File: src/rtl/q_redis_pkg.sv
// Shared types and defaults for the charge-redistribution row-drive sequencer.
package q_redis_pkg;

  typedef enum logic [2:0] {
    IDLE,
    RESET,
    GAP0,
    DRIVE,
    GAP1,
    SENSE
  } qr_state_e;

  localparam int T_RST_DEF = 4;
  localparam int T_DRV_DEF = 4;
  localparam int T_SA_DEF  = 2;
  localparam int PIDX_W    = 8;
  localparam int CNT_W     = 8;

endpackage

File: src/rtl/q_redis_phase_timer.sv
// Loadable down-counter; zero is high once the loaded count has elapsed.
module q_redis_phase_timer #(
  parameter int W = 8
) (
  input  logic         CLK,
  input  logic         RST,
  input  logic         load,
  input  logic [W-1:0] load_val,
  output logic         zero
);

  logic [W-1:0] cnt;

  always_ff @(posedge CLK or posedge RST) begin
    if (RST)              cnt <= '0;
    else if (load)        cnt <= load_val;
    else if (cnt != '0)   cnt <= cnt - 1'b1;
  end

  assign zero = (cnt == '0);

endmodule

File: src/rtl/q_redis_row_seq.sv
// Row-drive sequencer: reset / drive / sense per activation plane, break-before-make.
// Optional row masking is enabled with `define QR_ROW_MASK_EN.
module q_redis_row_seq
  import q_redis_pkg::*;
#(
  parameter int SRAM_ROWS = 128,
  parameter int T_RST     = T_RST_DEF,
  parameter int T_DRV     = T_DRV_DEF,
  parameter int T_SA      = T_SA_DEF
) (
  input  logic                 CLK,
  input  logic                 RST,
  input  logic                 in_valid,
  output logic                 in_ready,
  input  logic [SRAM_ROWS-1:0] in_plane,
  input  logic                 in_neg,
  input  logic                 in_last,
`ifdef QR_ROW_MASK_EN
  input  logic [SRAM_ROWS-1:0] row_mask,
`endif
  output logic [SRAM_ROWS-1:0] VDR_SEL,
  output logic [SRAM_ROWS-1:0] VDR_SELB,
  output logic [SRAM_ROWS-1:0] VSS_SEL,
  output logic [SRAM_ROWS-1:0] VSS_SELB,
  output logic [SRAM_ROWS-1:0] VRST_SEL,
  output logic [SRAM_ROWS-1:0] VRST_SELB,
  output logic                 NF,
  output logic                 NFB,
  output logic                 M2A,
  output logic                 M2AB,
  output logic                 R2A,
  output logic                 R2AB,
  output logic                 PCH,
  output logic                 SAEN,
  output logic [PIDX_W-1:0]    plane_idx,
  output logic                 done
);

  qr_state_e            state, nxt;
  logic                 accept, fin, fin_q, tmr_zero, ld;
  logic [CNT_W-1:0]     ld_val;
  logic [SRAM_ROWS-1:0] plane_q, mask_q;
  logic                 neg_q, last_q;
  logic [SRAM_ROWS-1:0] vdr_d, vss_d, vrst_d;
  logic                 nf_d, m2a_d, r2a_d, pch_d, saen_d;

  assign accept = (state == IDLE) & in_valid & in_ready;
  assign fin    = (state == SENSE) & tmr_zero;

  q_redis_phase_timer #(.W(CNT_W)) u_timer (
    .CLK      (CLK),
    .RST      (RST),
    .load     (ld),
    .load_val (ld_val),
    .zero     (tmr_zero)
  );

  always_comb begin
    nxt    = state;
    ld     = 1'b0;
    ld_val = '0;
    unique case (state)
      IDLE:  if (accept) begin nxt = RESET; ld = 1'b1; ld_val = CNT_W'(T_RST - 1); end
      RESET: if (tmr_zero) nxt = GAP0;
      GAP0:  begin nxt = DRIVE; ld = 1'b1; ld_val = CNT_W'(T_DRV - 1); end
      DRIVE: if (tmr_zero) nxt = GAP1;
      GAP1:  begin nxt = SENSE; ld = 1'b1; ld_val = CNT_W'(T_SA - 1); end
      SENSE: if (tmr_zero) nxt = IDLE;
      default: nxt = IDLE;
    endcase
  end

  // Row/phase values derived from the current state; registered below so the
  // pins lag the state by one cycle and never see a combinational input path.
  always_comb begin
    vdr_d  = '0;
    vss_d  = '0;
    vrst_d = '0;
    nf_d   = 1'b0;
    m2a_d  = 1'b0;
    r2a_d  = 1'b0;
    pch_d  = 1'b0;
    saen_d = 1'b0;
    unique case (state)
      RESET: begin vrst_d = '1; r2a_d = 1'b1; pch_d = 1'b1; end
      DRIVE: begin
        m2a_d = 1'b1;
        nf_d  = neg_q;
        vdr_d = (neg_q ? ~plane_q : plane_q) & ~mask_q;
        vss_d = (neg_q ? plane_q : ~plane_q) & ~mask_q;
      end
      SENSE: saen_d = 1'b1;
      default: ;
    endcase
    // Masked rows stay parked on the reset rail for the whole plane.
    if (state != IDLE) vrst_d = vrst_d | mask_q;
  end

  always_ff @(posedge CLK or posedge RST) begin
    if (RST) begin
      state     <= IDLE;
      in_ready  <= 1'b0;
      plane_q   <= '0;
      neg_q     <= 1'b0;
      last_q    <= 1'b0;
      fin_q     <= 1'b0;
      done      <= 1'b0;
      plane_idx <= '0;
      VDR_SEL   <= '0;
      VSS_SEL   <= '0;
      VRST_SEL  <= '0;
      NF        <= 1'b0;
      M2A       <= 1'b0;
      R2A       <= 1'b0;
      PCH       <= 1'b0;
      SAEN      <= 1'b0;
    end else begin
      state    <= nxt;
      in_ready <= (nxt == IDLE);
      if (accept) begin
        plane_q <= in_plane;
        neg_q   <= in_neg;
        last_q  <= in_last;
      end
      fin_q <= fin;
      done  <= fin_q & last_q;
      if (fin_q) plane_idx <= last_q ? '0 : ((&plane_idx) ? plane_idx : plane_idx + 1'b1);
      VDR_SEL  <= vdr_d;
      VSS_SEL  <= vss_d;
      VRST_SEL <= vrst_d;
      NF       <= nf_d;
      M2A      <= m2a_d;
      R2A      <= r2a_d;
      PCH      <= pch_d;
      SAEN     <= saen_d;
    end
  end

`ifdef QR_ROW_MASK_EN
  always_ff @(posedge CLK or posedge RST) begin
    if (RST)         mask_q <= '0;
    else if (accept) mask_q <= row_mask;
  end
`else
  assign mask_q = '0;
`endif

  assign VDR_SELB  = ~VDR_SEL;
  assign VSS_SELB  = ~VSS_SEL;
  assign VRST_SELB = ~VRST_SEL;
  assign NFB       = ~NF;
  assign M2AB      = ~M2A;
  assign R2AB      = ~R2A;

endmodule
File: config.mk
export PLATFORM = sky130hd
export DESIGN_NAME = q_redis_row_seq
export DESIGN_NICKNAME = d
export VERILOG_FILES = /design/src/rtl/q_redis_pkg.sv /design/src/rtl/q_redis_phase_timer.sv /design/src/rtl/q_redis_row_seq.sv
export SDC_FILE = /design/constraint.sdc
export NUM_CORES = 1
export LEC_CHECK = 0
export CORE_AREA = 2 2 354 356
export DETAILED_ROUTE_END_ITERATION = 16
export DIE_AREA = 0 0 356 358
export PLACE_DENSITY_LB_ADDON = 0.08
export SETUP_SLACK_MARGIN = 0.15
export SLEW_MARGIN = 25
export SYNTH_ARGS = -nofsm -noshare
export SYNTH_HDL_FRONTEND = slang
export SYNTH_HIERARCHICAL = 1
export SYNTH_SLANG_ARGS = --single-unit
File: constraint.sdc
create_clock -name CLK -period 22 [get_ports CLK]
set_input_delay 4.4 -clock CLK [delete_from_list [all_inputs] [get_ports CLK]]
set_output_delay 4.4 -clock CLK [all_outputs]
set_load 0.03 [all_outputs]
---- After elaboration in Yosys (flattened, before gate mapping) ----
Cells that the tools add are included.
operators by class
  add/subtract/negate cells ............... 2
  eq/ne operators ......................... 6
  multiplexer cells ....................... 22
  bitwise operators ....................... 11
  reduce and logical (&&, ||, !) cells .... 8
operators with widths
  kind                                                  count
  two-way mux 128 bit                                   5
  NOT 128 bit                                           4
  two-way mux 8 bit                                     4
  case mux 3 bit (6 select lines)                       1
  two-way mux 3 bit                                     4
  adder 8 x 1 -> 8 bit (second input constant)          1
  zero test 8 bit                                       1
  AND reduction 8 bit                                   1
  nonzero test 8 bit                                    1
  subtractor 8 x 1 -> 8 bit (second input constant)     1
  equality test 3 x 2 -> 1 bit (second input constant)  2
  equality test 3 bit (second input constant)           2
  zero test 3 bit                                       2
  case mux 2 bit (3 select lines)                       1
  two-way mux 1 bit                                     5
  AND 1 bit                                             4
  equality test 3 x 1 -> 1 bit (second input constant)  1
  NOT 1 bit                                             3
  two-way mux 2 bit                                     1
  != test 2 bit (second input constant)                 1
  case mux 1 bit (2 select lines)                       1
  AND reduction 2 bit                                   1
  nonzero test 2 bit                                    1
  OR reduction 2 bit                                    1
word-level totals
  bits in registers ....................... 540
  input bits .............................. 133
  output and inout bits ................... 786
  word-level logic and storage cells ...... 65

---- Logic depth before layout (Yosys ltp) ----
  depth after elaboration ................. 6
  mapped depth ............................ 9
  depth with buffers taken out ............ 7

---- Hierarchy ----
Netlist, hierarchy kept.
by module, submodules not included
  module               instances  cells each  area each (um^2)  sequential area each (um^2)
  q_redis_row_seq      1          1579        18152.4           10109.7
  q_redis_phase_timer  1          56          496.7             200.2

---- Worst setup path after synthesis ----
No wires, ideal clock.
  path type ............................... register to output
  start ................................... register VRST_SEL[126] (netlist name)
  end ..................................... output VRST_SELB[0]
  arrival time ............................ 5647 ps
  required time ........................... 17600 ps
  setup slack ............................. 11953 ps
  stages on the path, launching flop included .. 3
  path through ............................ dfrtp_1 > inv_1 > buf_4
RTL lines
  item              line                   source
  end: declaration  q_redis_row_seq.sv:26  output logic [SRAM_ROWS-1:0] VRST_SELB,

==> run metrics <==
status=complete, no violations; largest net degree at the start of global routing=130; post-synth cell types=53; hold buffers post-CTS=0; simple-gate area share of the yosys netlist=under 10%; Die Wd=356 um; reported net switching power=2510 uW; Root Driver=clkbuf_16; Ports=a little over 900; Avg WL per Cell=19.0 um; Core ar.=around 120000 um2; CP max FO=104; global-route wire length before repair=about 100000 um; ANT nets after route=0; Initial Utilization=15.1%; Via Count=13187; Comb power frac=roughly three fifths; post-synthesis sequential area ratio=55.3%; commonest non-fill, non-tap cell in the layout=clkdlybuf4s50_1; vias in the first global route=13576; Post-synth EDFFs=0; RSZ-0062 raised after global routing=false; Yosys reg bits=about 410; Arr. time, crit path=2.81 ns; row cnt=129; DRC Markers=0; Setup crit end kind=primary output; yosys warns=6; placed insts=3877; total CTS buffers=52; clock-pin slew on the worst setup and hold paths=0.06 ns; Place WS=approximately 15 ns; initial antenna violation count=22; post-synthesis mux area share=about a tenth; Final min period=7.21 ns; top post-synthesis cells by area=dfrtp_1 (55%), buf_4 (11%), mux2_4 (7.2%); max_cap viols=0; top cell type's share of synthesized area=55.3%; Max Root-Sink Buffers=3; Hold Path Class=reg -> reg; Synth Cell Area=18600 um2; CTS H-tree depth=2; GR Overflow Total=0; Iteration-0 DRC Markers=482; full die area=127000 um2; total track usage=11.3%; nets@finish=2429; Internal=2870 uW; final worst path period share=approximately 33%; Setup TNS=0 ns; Mapped Cells=between 1500 and 2000; Area Overhead vs Synth=57.7%; fin cells=3979; ys flop type=dfrtp_1; clock network power share=between 10% and 20%; Max Fclk=0.139 GHz; most frequent cells in the layout=clkdlybuf4s50_1 (918), dfrtp_1 (409), inv_1 (265); clock skew=0.0260 ns; Vias/cell=3.31; Fin Hold WS=between 0.5 and 0.6 ns; PD cells=183 nW/um2; CP required=17.60 ns; ys async rst share=100%; Post-DP HPWL=56600 um; slew of the pin with the lowest slew margin=1.01 ns; share of layout cells above drive strength 1=10.2%; Syn Area/Cell=11.4 um2; Leak=approximately 0.013 uW; Critical Path Start Type=flop; CTS tree=yes; GP Congestion=between 0.7 and 0.8; Final Hold Fails=0; Die Ht=358 um; Post-Synth XOR/XNOR Area=6.15%; Rel. slew slack=32.5%; fin util=23.9%; VDD IR-drop max=0.0000934 V; Compound-Gate Fraction of Synth Area=under 10%; Slew Viols, Final=0; Setup WS post-layout=14.79 ns; setup bufs post-CTS=0; Clock Latency Late Sink=0.62 ns; synthesized-area fraction occupied by adder cells=0.134%; Net Sw Frac=46.7%; PortBufs=between 900 and 1000; area leader, netlist=dfrtp_1; DRT Pass-1 Iters=4; DRT Wirelength=between 70000 and 80000 um; critical path class=reg -> out; Reg2Reg Setup Slack=18.38 ns; clk sinks=a little over 400; largest family of logic cells by synthesized area=buffers and inverters; post_cts resized=0; Reg power frac=25.5%; setup violators final=0
cell usage after synthesis (5+ instances only):
| cell | number |
|---|---|
| dfrtp_1 | 412 |
| inv_1 | 267 |
| buf_4 | 261 |
| nor2_1 | 137 |
| and3_1 | 134 |
| xor2_1 | 114 |
| mux2_4 | 89 |
| mux2_2 | 41 |
| clkbuf_1 | 36 |
| buf_2 | 27 |
| xnor2_1 | 17 |
| buf_12 | 10 |
| nand2_1 | 8 |
| a31oi_1 | 7 |
| nor3_1 | 7 |
| a21oi_1 | 6 |
| o21ai_0 | 5 |
path summary, 6_finish.rpt:
| kind | start | endpoint | depth (start not counted) |
|---|---|---|---|
| worst max register to register | neg_q | VDR_SEL[9] | 5 |
| worst min-delay path | plane_q[123] | plane_q[123] | 1 |
| max in group asynchronous | RST | VSS_SEL[18] | 4 |
| min in group asynchronous | RST | u_timer/cnt[1] | 2 |
| worst max-delay path | VRST_SEL[126] | VRST_SEL[48] | 2 |
| worst min register to register | plane_q[123] | plane_q[123] | 1 |
area by class of cell:
class / instances / area [um2]
clock buffers: 88 / 1610
well taps: 1637 / 2050
multi-input cells: 624 / 4910
clock inverters: 7 / 120
fillers: 13147 / 93900
repair buffers: 937 / 9380
diodes: 7 / 17.5
inverters: 267 / 1010
flip-flops and latches: 412 / 10300
worst max-delay path: stages, from the launching register on:
cell and delay [ns]:
dfrtp_4 0.58, buf_4 0.72, clkdlybuf4s50_1 0.82
per-layer routing:
metal	routed length (um)	vias to the layer above	track usage (%)
met5	85	-	0
met4	1870	12	3.65
met3	4230	88	2.42
met2	41900	511	21.6
met1	27300	6500	12.2
li1	-	6076	-
through the flow:
step | total power, uW | cell area [um2]
floorplan | 3370 | 18700
global placement | 4590 | 27600
detailed placement | 4590 | 27700
CTS | 5500 | 29400
global route | 5680 | 29400
finish | 5380 | 29400
sequential cells by signal, indices dropped and copies added (netlist names):
register / cells
VDR_SEL: 128
u_timer/cnt: 8
neg_q: 1
in_ready: 1
fin_q: 1
VSS_SEL: 128
SAEN: 1
VRST_SEL: 1
M2A: 1
plane_q: 128
plane_idx: 8
NF: 1
last_q: 1
done: 1
state: 3
power by group through the flow:
stage | Clock (uW) | Combinational [uW] | Sequential [uW]
after floorplan | 0 | 1760 | 1610
after global placement | 0 | 3190 | 1400
after detailed placement | 0 | 3190 | 1400
after CTS | 911 | 3200 | 1390
after global routing | 941 | 3320 | 1420
final | 870 | 3140 | 1370
logic make-up (layout without fill, tap and decap cells):
logic type                 Yosys count  count (layout)
AOI/OAI and AO/OA                   38              38
adders and majority gates            2               2
and+or+nand+nor                    317             317
other                                1              13
xor gates and xnor gates           131             131
DFF                                412             412
buffers and inverters              604            1299
muxes                              130             130
No activity file was read; power rests on OpenSTA's default activity.
